`src/rtl/regfile_sb.sv`:
```
// rtl/regfile_sb.sv - parametrised 2R1W register file with write-pending scoreboard (optional REGFILE_BYPASS_EN forwarding)
module regfile_sb #(
    parameter int DATA_W   = 32,
    parameter int ADDR_W   = 5,
    parameter int ZERO_REG = 1
) (
    input  logic              clk,
    input  logic              reset,
    input  logic [ADDR_W-1:0] read1,
    input  logic [ADDR_W-1:0] read2,
    output logic [DATA_W-1:0] data1,
    output logic [DATA_W-1:0] data2,
    output logic              busy1,
    output logic              busy2,
    input  logic              regWrite,
    input  logic [ADDR_W-1:0] writeReg,
    input  logic [DATA_W-1:0] writeData,
    input  logic              lockReq,
    input  logic [ADDR_W-1:0] lockReg,
    output logic [ADDR_W:0]   busyCount
);

    localparam int DEPTH = 2 ** ADDR_W;

    logic [DATA_W-1:0] mem [DEPTH];
    logic [DEPTH-1:0]  busy;
    logic [DEPTH-1:0]  busy_next;
    logic              wr_en;
    logic              lk_en;
    logic              cnt_inc;
    logic              cnt_dec;

    // Writes and locks aimed at a hardwired zero register are dropped here
    always_comb begin
        wr_en = regWrite && !((ZERO_REG != 0) && (writeReg == '0));
        lk_en = lockReq  && !((ZERO_REG != 0) && (lockReg  == '0));
    end

    // Next busy vector: write clears, lock sets, and the lock wins on a collision
    always_comb begin
        busy_next = busy;
        if (wr_en) busy_next[writeReg] = 1'b0;
        if (lk_en) busy_next[lockReg]  = 1'b1;
    end

    // At most one rising and one falling busy bit per edge, so the counter moves by -1/0/+1
    always_comb begin
        cnt_inc = lk_en && !busy[lockReg];
        cnt_dec = wr_en && busy[writeReg] && !(lk_en && (lockReg == writeReg));
    end

    // Storage, busy vector and popcount register; reset clears everything
    always_ff @(posedge clk or negedge reset) begin
        if (!reset) begin
            for (int i = 0; i < DEPTH; i++) begin
                mem[i] <= '0;
            end
            busy      <= '0;
            busyCount <= '0;
        end else begin
            if (wr_en) mem[writeReg] <= writeData;
            busy      <= busy_next;
            busyCount <= busyCount + {{ADDR_W{1'b0}}, cnt_inc} - {{ADDR_W{1'b0}}, cnt_dec};
        end
    end

`ifdef REGFILE_BYPASS_EN
    logic fwd1;
    logic fwd2;

    // Forward the in-flight write to a matching read port; a same-cycle relock keeps the stored busy bit
    always_comb begin
        fwd1  = wr_en && (writeReg == read1);
        fwd2  = wr_en && (writeReg == read2);
        data1 = fwd1 ? writeData : mem[read1];
        data2 = fwd2 ? writeData : mem[read2];
        busy1 = busy[read1];
        busy2 = busy[read2];
        if (fwd1 && !(lockReq && (lockReg == read1))) busy1 = 1'b0;
        if (fwd2 && !(lockReq && (lockReg == read2))) busy2 = 1'b0;
    end
`else
    // Reads come straight from storage; register 0 is never written or locked when hardwired
    always_comb begin
        data1 = mem[read1];
        data2 = mem[read2];
        busy1 = busy[read1];
        busy2 = busy[read2];
    end
`endif

endmodule

```
`config.mk`:
```
export PLATFORM = sky130hd
export DESIGN_NAME = regfile_sb
export DESIGN_NICKNAME = d
export VERILOG_FILES = /design/src/rtl/regfile_sb.sv
export SDC_FILE = /design/constraint.sdc
export NUM_CORES = 2
export LEC_CHECK = 0
export CORE_MARGIN = 4
export CORE_UTILIZATION = 49
export CTS_CLUSTER_SIZE = 20
export DETAILED_ROUTE_END_ITERATION = 8
export GPL_TIMING_DRIVEN = 0
export MAX_ROUTING_LAYER = met4
export PLACE_DENSITY = 0.72
export SYNTH_ARGS = -nofsm -noshare
export SYNTH_HDL_FRONTEND = slang
export SYNTH_SLANG_ARGS = --single-unit
```
`constraint.sdc`:
```
create_clock -name clk -period 5.7 [get_ports clk]
set_input_delay 1.71 -clock clk [delete_from_list [all_inputs] [get_ports clk]]
set_output_delay 1.71 -clock clk [all_outputs]
set_load 0.05 [all_outputs]
```
Word level (Yosys, flattened, before mapping)

Index checks and enable logic that the tools add are counted.

Input port bits: 56
Logic and storage cells: 91
Output and inout port bits: 72
Bits in registers: 1062

Magnitude comparators: 10
Eq/ne operators: 1
Add/sub/neg operators: 2
Bitwise logic cells: 6
Muxes and demuxes: 23
Reductions and logical operators: 15

Operator list:

| kind                                                              | count |
|---|---|
| bitwise mux 1024 bit                                              | 1 |
| binary-select mux 32 bit (select 5 bit)                           | 2 |
| 2-to-1 mux 32 bit                                                 | 7 |
| demux 32 bit (select 5 bit)                                       | 1 |
| bitwise AND 32 bit                                                | 1 |
| inverter 32 bit                                                   | 1 |
| OR 32 bit                                                         | 1 |
| < comparator 5 x 6 -> 1 bit, second input constant                | 4 |
| binary-select mux 1 bit (select 5 bit)                            | 4 |
| greater-or-equal comparator 6 bit, second input constant          | 3 |
| inverter 5 -> 6 bit                                               | 3 |
| demux 1 bit (select 5 bit)                                        | 2 |
| greater-or-equal comparator 5 x 1 -> 1 bit, second input constant | 2 |
| zero test 5 bit                                                   | 2 |
| logical AND 1 bit                                                 | 9 |
| adder 6 x 1 -> 6 bit                                              | 1 |
| < comparator 6 x 1 -> 1 bit, second input constant                | 1 |
| 2-to-1 mux 1 bit                                                  | 6 |
| subtractor 6 x 1 -> 6 bit                                         | 1 |
| equality test 5 bit                                               | 1 |
| zero test 1 bit                                                   | 4 |

Logic depth before layout (Yosys ltp)

Depth in word-level cells: 9
Depth in mapped cells: 15
Gate-level depth less buffers: 13

Least setup slack after synthesis

No wires, ideal clock.

Path type: input port to output port
Start point: in read1[0]
End point: out busy1
Setup slack: 0.391 ns
Stages: 6
Data arrival time: 3.599 ns
Data required time: 3.990 ns
Buffers on the path: 3
Cell sequence: buf_2 > buf_6 > buf_2 > mux4_2 > mux4_2 > mux2_2

Cells in the longest elaborated chain, start to end: 2

RTL lines:

| what                                   | RTL line | text |
|---|---|---|
| from (decl)                            | 9        | `input logic [ADDR_W-1:0] read1,` |
| binary-select mux 1 bit (select 5 bit) | 87       | `busy1 = busy[read1];` |
| 2-to-1 mux 1 bit (not written as such) | 87       |  |
| to (decl)                              | 13       | `output logic busy1,` |

Every way passes these cells. The select of a mux whose other input is x is not followed.

Worst setup path after layout

Start point: in read2[3]
End point: out data2[29]

Cells in the longest elaborated chain, start to end: 4

RTL lines:

| what                                                 | RTL line | text |
|---|---|---|
| from (decl)                                          | 10       | `input logic [ADDR_W-1:0] read2,` |
| inverter 5 -> 6 bit (not written as such)            | 86       | `data2 = mem[read2];` |
| binary-select mux 32 bit (select 5 bit)              | 86       |  |
| 2-to-1 mux 32 bit (not written as such) (2 in a row) | 86       |  |
| to (decl)                                            | 12       | `output logic [DATA_W-1:0] data2,` |

Every way passes these cells. The select of a mux whose other input is x is not followed.

==> flow_results.xml <==
<?xml version="1.0" encoding="UTF-8"?>
<metrics>
  <group name="final_layout">
    <metric name="fin_util" unit="%">56.64</metric>
    <metric name="layout-drive-gt1-share" unit="%">59.55</metric>
    <metric name="num-nets-final" unit="">3687</metric>
    <metric name="area.growth.synth_to_final" unit="%">14.66</metric>
  </group>
  <group name="timing">
    <metric name="timing.slew.headroom" unit="%">-5.175</metric>
    <metric name="finalWorstSetupSlack" unit="ns">-0.1358</metric>
    <metric name="hold-worst-slack" unit="ns">0.4778</metric>
    <metric name="tightestPinTransition" unit="ns">1.578</metric>
    <metric name="final_hold_viol_count" unit="">0</metric>
    <metric name="rsz_0062_raised_after_global_routing" unit="">true</metric>
    <metric name="min_period" unit="ns">5.836</metric>
    <metric name="timing.final.max_slew_violations" unit="">33</metric>
    <metric name="setup-tns-final" unit="ns">-0.3994</metric>
    <metric name="fin_crit_sh" unit="%">102.4</metric>
    <metric name="clock-skew-final" unit="ns">0.01048</metric>
    <metric name="setup_violations" unit="">16</metric>
    <metric name="fmax" unit="GHz">0.1714</metric>
  </group>
  <group name="power_and_ir_drop">
    <metric name="vdd_ir_drop_max" unit="V">0.0002958</metric>
    <metric name="leakage_power" unit="uW">0.02773</metric>
    <metric name="post-layout-total-power" unit="uW">23870</metric>
    <metric name="power_per_cell_area" unit="mW/mm2">368.6</metric>
  </group>
  <group name="critical_path">
    <metric name="path_class" unit="">primary input to primary output</metric>
    <metric name="critical_path_required" unit="ns">3.99</metric>
    <metric name="slowest_stage" unit="">buf_2</metric>
    <metric name="path_max_fanout" unit="">10</metric>
    <metric name="critPathArrivalTime" unit="ns">4.13</metric>
    <metric name="critical-path-max-stage-delay" unit="ns">0.78</metric>
    <metric name="critical_path.cell_chain" unit="">clkbuf_2, buf_2, mux4_2, mux2_2, clkdlybuf4s15_2</metric>
    <metric name="path_buf_inv" unit="">3</metric>
    <metric name="startpoint_kind_of_the_worst_setup_timing_path" unit="">primary input</metric>
    <metric name="setup.worst_path.end_class" unit="">primary output</metric>
    <metric name="cpLargestDelayFamily" unit="">buffers and inverters</metric>
  </group>
  <group name="hold_path">
    <metric name="hold_path.class" unit="">flip-flop to flip-flop</metric>
  </group>
  <group name="routing">
    <metric name="vias" unit="">36949</metric>
    <metric name="routed_wirelength" unit="um">204000</metric>
    <metric name="detail_route.vias_per_cell" unit="">7.049</metric>
    <metric name="detailed_routing_iteration_count_for_the_pre_antenna_repair_pass" unit="">5</metric>
    <metric name="ant_nets" unit="">0</metric>
    <metric name="drt_first_iter_violations" unit="">4638</metric>
    <metric name="routed_wire_length_per_instance" unit="um">38.92</metric>
    <metric name="drc" unit="">0</metric>
  </group>
  <group name="global_routing">
    <metric name="grt_use_total" unit="%">34.74</metric>
    <metric name="antenna_found_initial" unit="">10</metric>
    <metric name="largest_net_degree_at_the_start_of_global_routing" unit="">169</metric>
    <metric name="grt_remaining_overflow" unit="">0</metric>
    <metric name="first_global_vias" unit="">37427</metric>
    <metric name="grt_first_pass_wirelength" unit="um">284500</metric>
  </group>
  <group name="synth">
    <metric name="synthesis.area_per_instance" unit="um2">16.74</metric>
    <metric name="yosysTopAreaCell" unit="">dfrtp_1</metric>
    <metric name="synth-async-reset-ratio" unit="%">100.0</metric>
    <metric name="synth_common_cells" unit="">dfrtp_1, mux2_2, mux4_2</metric>
    <metric name="yosys.cell_count.top_type" unit="">dfrtp_1</metric>
    <metric name="cell_types_with_the_largest_area_share_after_synthesis" unit="">dfrtp_1, mux4_2, mux2_2</metric>
    <metric name="synthCells" unit="">3375</metric>
    <metric name="yosysSeqAreaShare" unit="%">47.05</metric>
    <metric name="netlist.area_leader.share" unit="%">47.05</metric>
    <metric name="ys_warn_count" unit="">0</metric>
    <metric name="netlist_area" unit="mm2">0.05649</metric>
    <metric name="number_of_flip_flops_and_latches_in_the_synthesized_netlist" unit="">1062</metric>
    <metric name="number_of_flops_mapped_to_enable_cells_by_yosys" unit="">0</metric>
    <metric name="post_synth_num_cell_types" unit="">43</metric>
    <metric name="dominantRegCellSynth" unit="">dfrtp_1</metric>
    <metric name="synth_nets" unit="">3438</metric>
  </group>
  <group name="clock_tree">
    <metric name="cts.reportedPaths.clkPinSlew" unit="ns">0.06</metric>
    <metric name="maximum_clock_path_buffer_count" unit="">3</metric>
    <metric name="cell_chosen_for_the_clock_root" unit="">clkbuf_16</metric>
    <metric name="worst_skew_pair_latency" unit="ns">0.73</metric>
    <metric name="htreeDepth" unit="">3</metric>
    <metric name="cts_sinks" unit="">1062</metric>
    <metric name="tritoncts_clock_tree" unit="">done</metric>
    <metric name="cts_hold_repair.buffers" unit="">0</metric>
    <metric name="cts-buffers-inserted" unit="">111</metric>
  </group>
  <group name="die">
    <metric name="io-pin-count" unit="">128</metric>
    <metric name="die-height" unit="um">347.5</metric>
    <metric name="num_rows" unit="">124</metric>
    <metric name="design.die.area" unit="mm2">0.1208</metric>
    <metric name="die-width" unit="um">347.5</metric>
    <metric name="core" unit="mm2">0.1143</metric>
    <metric name="start_util" unit="%">49.40</metric>
  </group>
  <group name="run_status">
    <metric name="status" unit="">finished, violations left</metric>
    <metric name="violations_in_the_final_reports" unit="">max-capacitance violations, max-slew violations, negative setup slack</metric>
  </group>
  <group name="placed_design">
    <metric name="place.detailed.hpwl" unit="um">132800</metric>
    <metric name="port_buffers" unit="">112</metric>
    <metric name="dp_slack" unit="ns">-1.784</metric>
    <metric name="place_congestion" unit="">0.9667</metric>
  </group>
  <group name="run">
    <metric name="max_cap_viol_count" unit="">3</metric>
  </group>
</metrics>
## layer usage
layer,GRT usage [%],share of wire [%]
met1,41.73,36
met3,14.50,13
met5,-,0
met4,19.95,7.3
met2,49.47,44
## logic make-up after synthesis
family | Yosys count | share of synthesized area (%)
xor+xnor | 10 | 0.1550
fa+ha+maj | 7 | 0.1683
flops | 1062 | 47.05
mux | 1740 | 48.05
buf+inv | 405 | 3.072
simple gates | 89 | 0.7863
compound gates | 62 | 0.7243
## placed cells by master, fill, tap and decap left out, drive strengths merged, types with 2 or more instances in the layout
| master | synthesis | final |
|---|---|---|
| nand3 | 5 | 5 |
| nor3b | 6 | 6 |
| nand4 | 2 | 2 |
| clkdlybuf4s15 | 0 | 2 |
| nor2b | 3 | 3 |
| a22o | 11 | 11 |
| inv | 7 | 9 |
| nand3b | 4 | 4 |
| nor2 | 19 | 19 |
| nand4b | 2 | 2 |
| clkinv | 0 | 16 |
| o21ai | 31 | 31 |
| xor2 | 4 | 4 |
| diode | 0 | 12 |
| bufinv | 0 | 12 |
| buf | 150 | 251 |
| dfrtp | 1062 | 1062 |
| mux2i | 8 | 8 |
| nor3 | 4 | 4 |
| mux4 | 671 | 671 |
| ha | 6 | 6 |
| clkdlybuf4s50 | 0 | 45 |
| xnor2 | 6 | 6 |
| clkbuf | 248 | 407 |
| nand2 | 31 | 31 |
| clkinvlp | 0 | 5 |
| a32o | 4 | 4 |
| mux2 | 1061 | 1061 |
| nand2b | 7 | 7 |
| or2 | 3 | 3 |
| a21oi | 5 | 5 |
## layout make-up
type / count / area (um2)
Antenna cell: 12 / 30.03
Buffer: 398 / 2888
Clock buffer: 172 / 3421
Clock inverter: 35 / 506.7
Fill cell: 8813 / 49580
Inverter: 7 / 26.28
Multi-Input combinational cell: 1908 / 28190
Sequential cell: 1062 / 26580
Tap cell: 1512 / 1892
Timing Repair Buffer: 136 / 1244
## worst reg2reg max path, stage by stage (launching register included)
cell and delay [ns]:
dfrtp_1 0.43, mux4_2 0.53, a32oi_1 0.21, o311ai_0 0.16, a21oi_1 0.16, nand2_1 0.07
ha_1 0.27, inv_1 0.04, ha_1 0.20, fa_1 0.44, a21oi_1 0.17, nor2_1 0.05
nor2_1 0.11, xnor2_1 0.13
## power breakdown
group / switching (uW) / total [uW] / internal [uW]
logic: 2700 / 5910 / 3210
registers: 1090 / 10100 / 8990
clock network: 3230 / 7880 / 4650
total: 7020 / 23900 / 16900
## path summary, 6_finish.rpt
| kind | from | endpoint | slack (ns) | cells after the start |
|---|---|---|---|---|
| worst max-delay path | read2[3] | data2[29] | -0.14 | 5 |
| worst min-delay path | mem[997] | mem[997] | 0.48 | 1 |
| worst max register to register | busy[23] | busyCount[4] | 2.66 | 13 |
| worst min register to register | mem[997] | mem[997] | 0.48 | 1 |
| max in group asynchronous | reset | mem[115] | 2.25 | 4 |
| min in group asynchronous | reset | busyCount[5] | 0.91 | 1 |
## timing repair
item | 4_1_cts | 5_1_grt
setup endpoints to repair | 66 | 46
cloned | 2 | 3
gates resized for setup | 635 | 103
setup buffers | 6 | 5
## state kept, by name (all words and copies together), names as in the netlist
| signal | flops |
|---|---|
| mem | 1024 |
| busy | 32 |
| busyCount | 6 |
## through the flow
stage / std cells / instance area [um2]
after floorplan: 3375 / 56490
after global placement: 4999 / 59500
after detailed placement: 5007 / 59740
after CTS: 5222 / 64590
after global routing: 5237 / 64760
final: 5242 / 64770
Power figures use the tool's default switching activity.
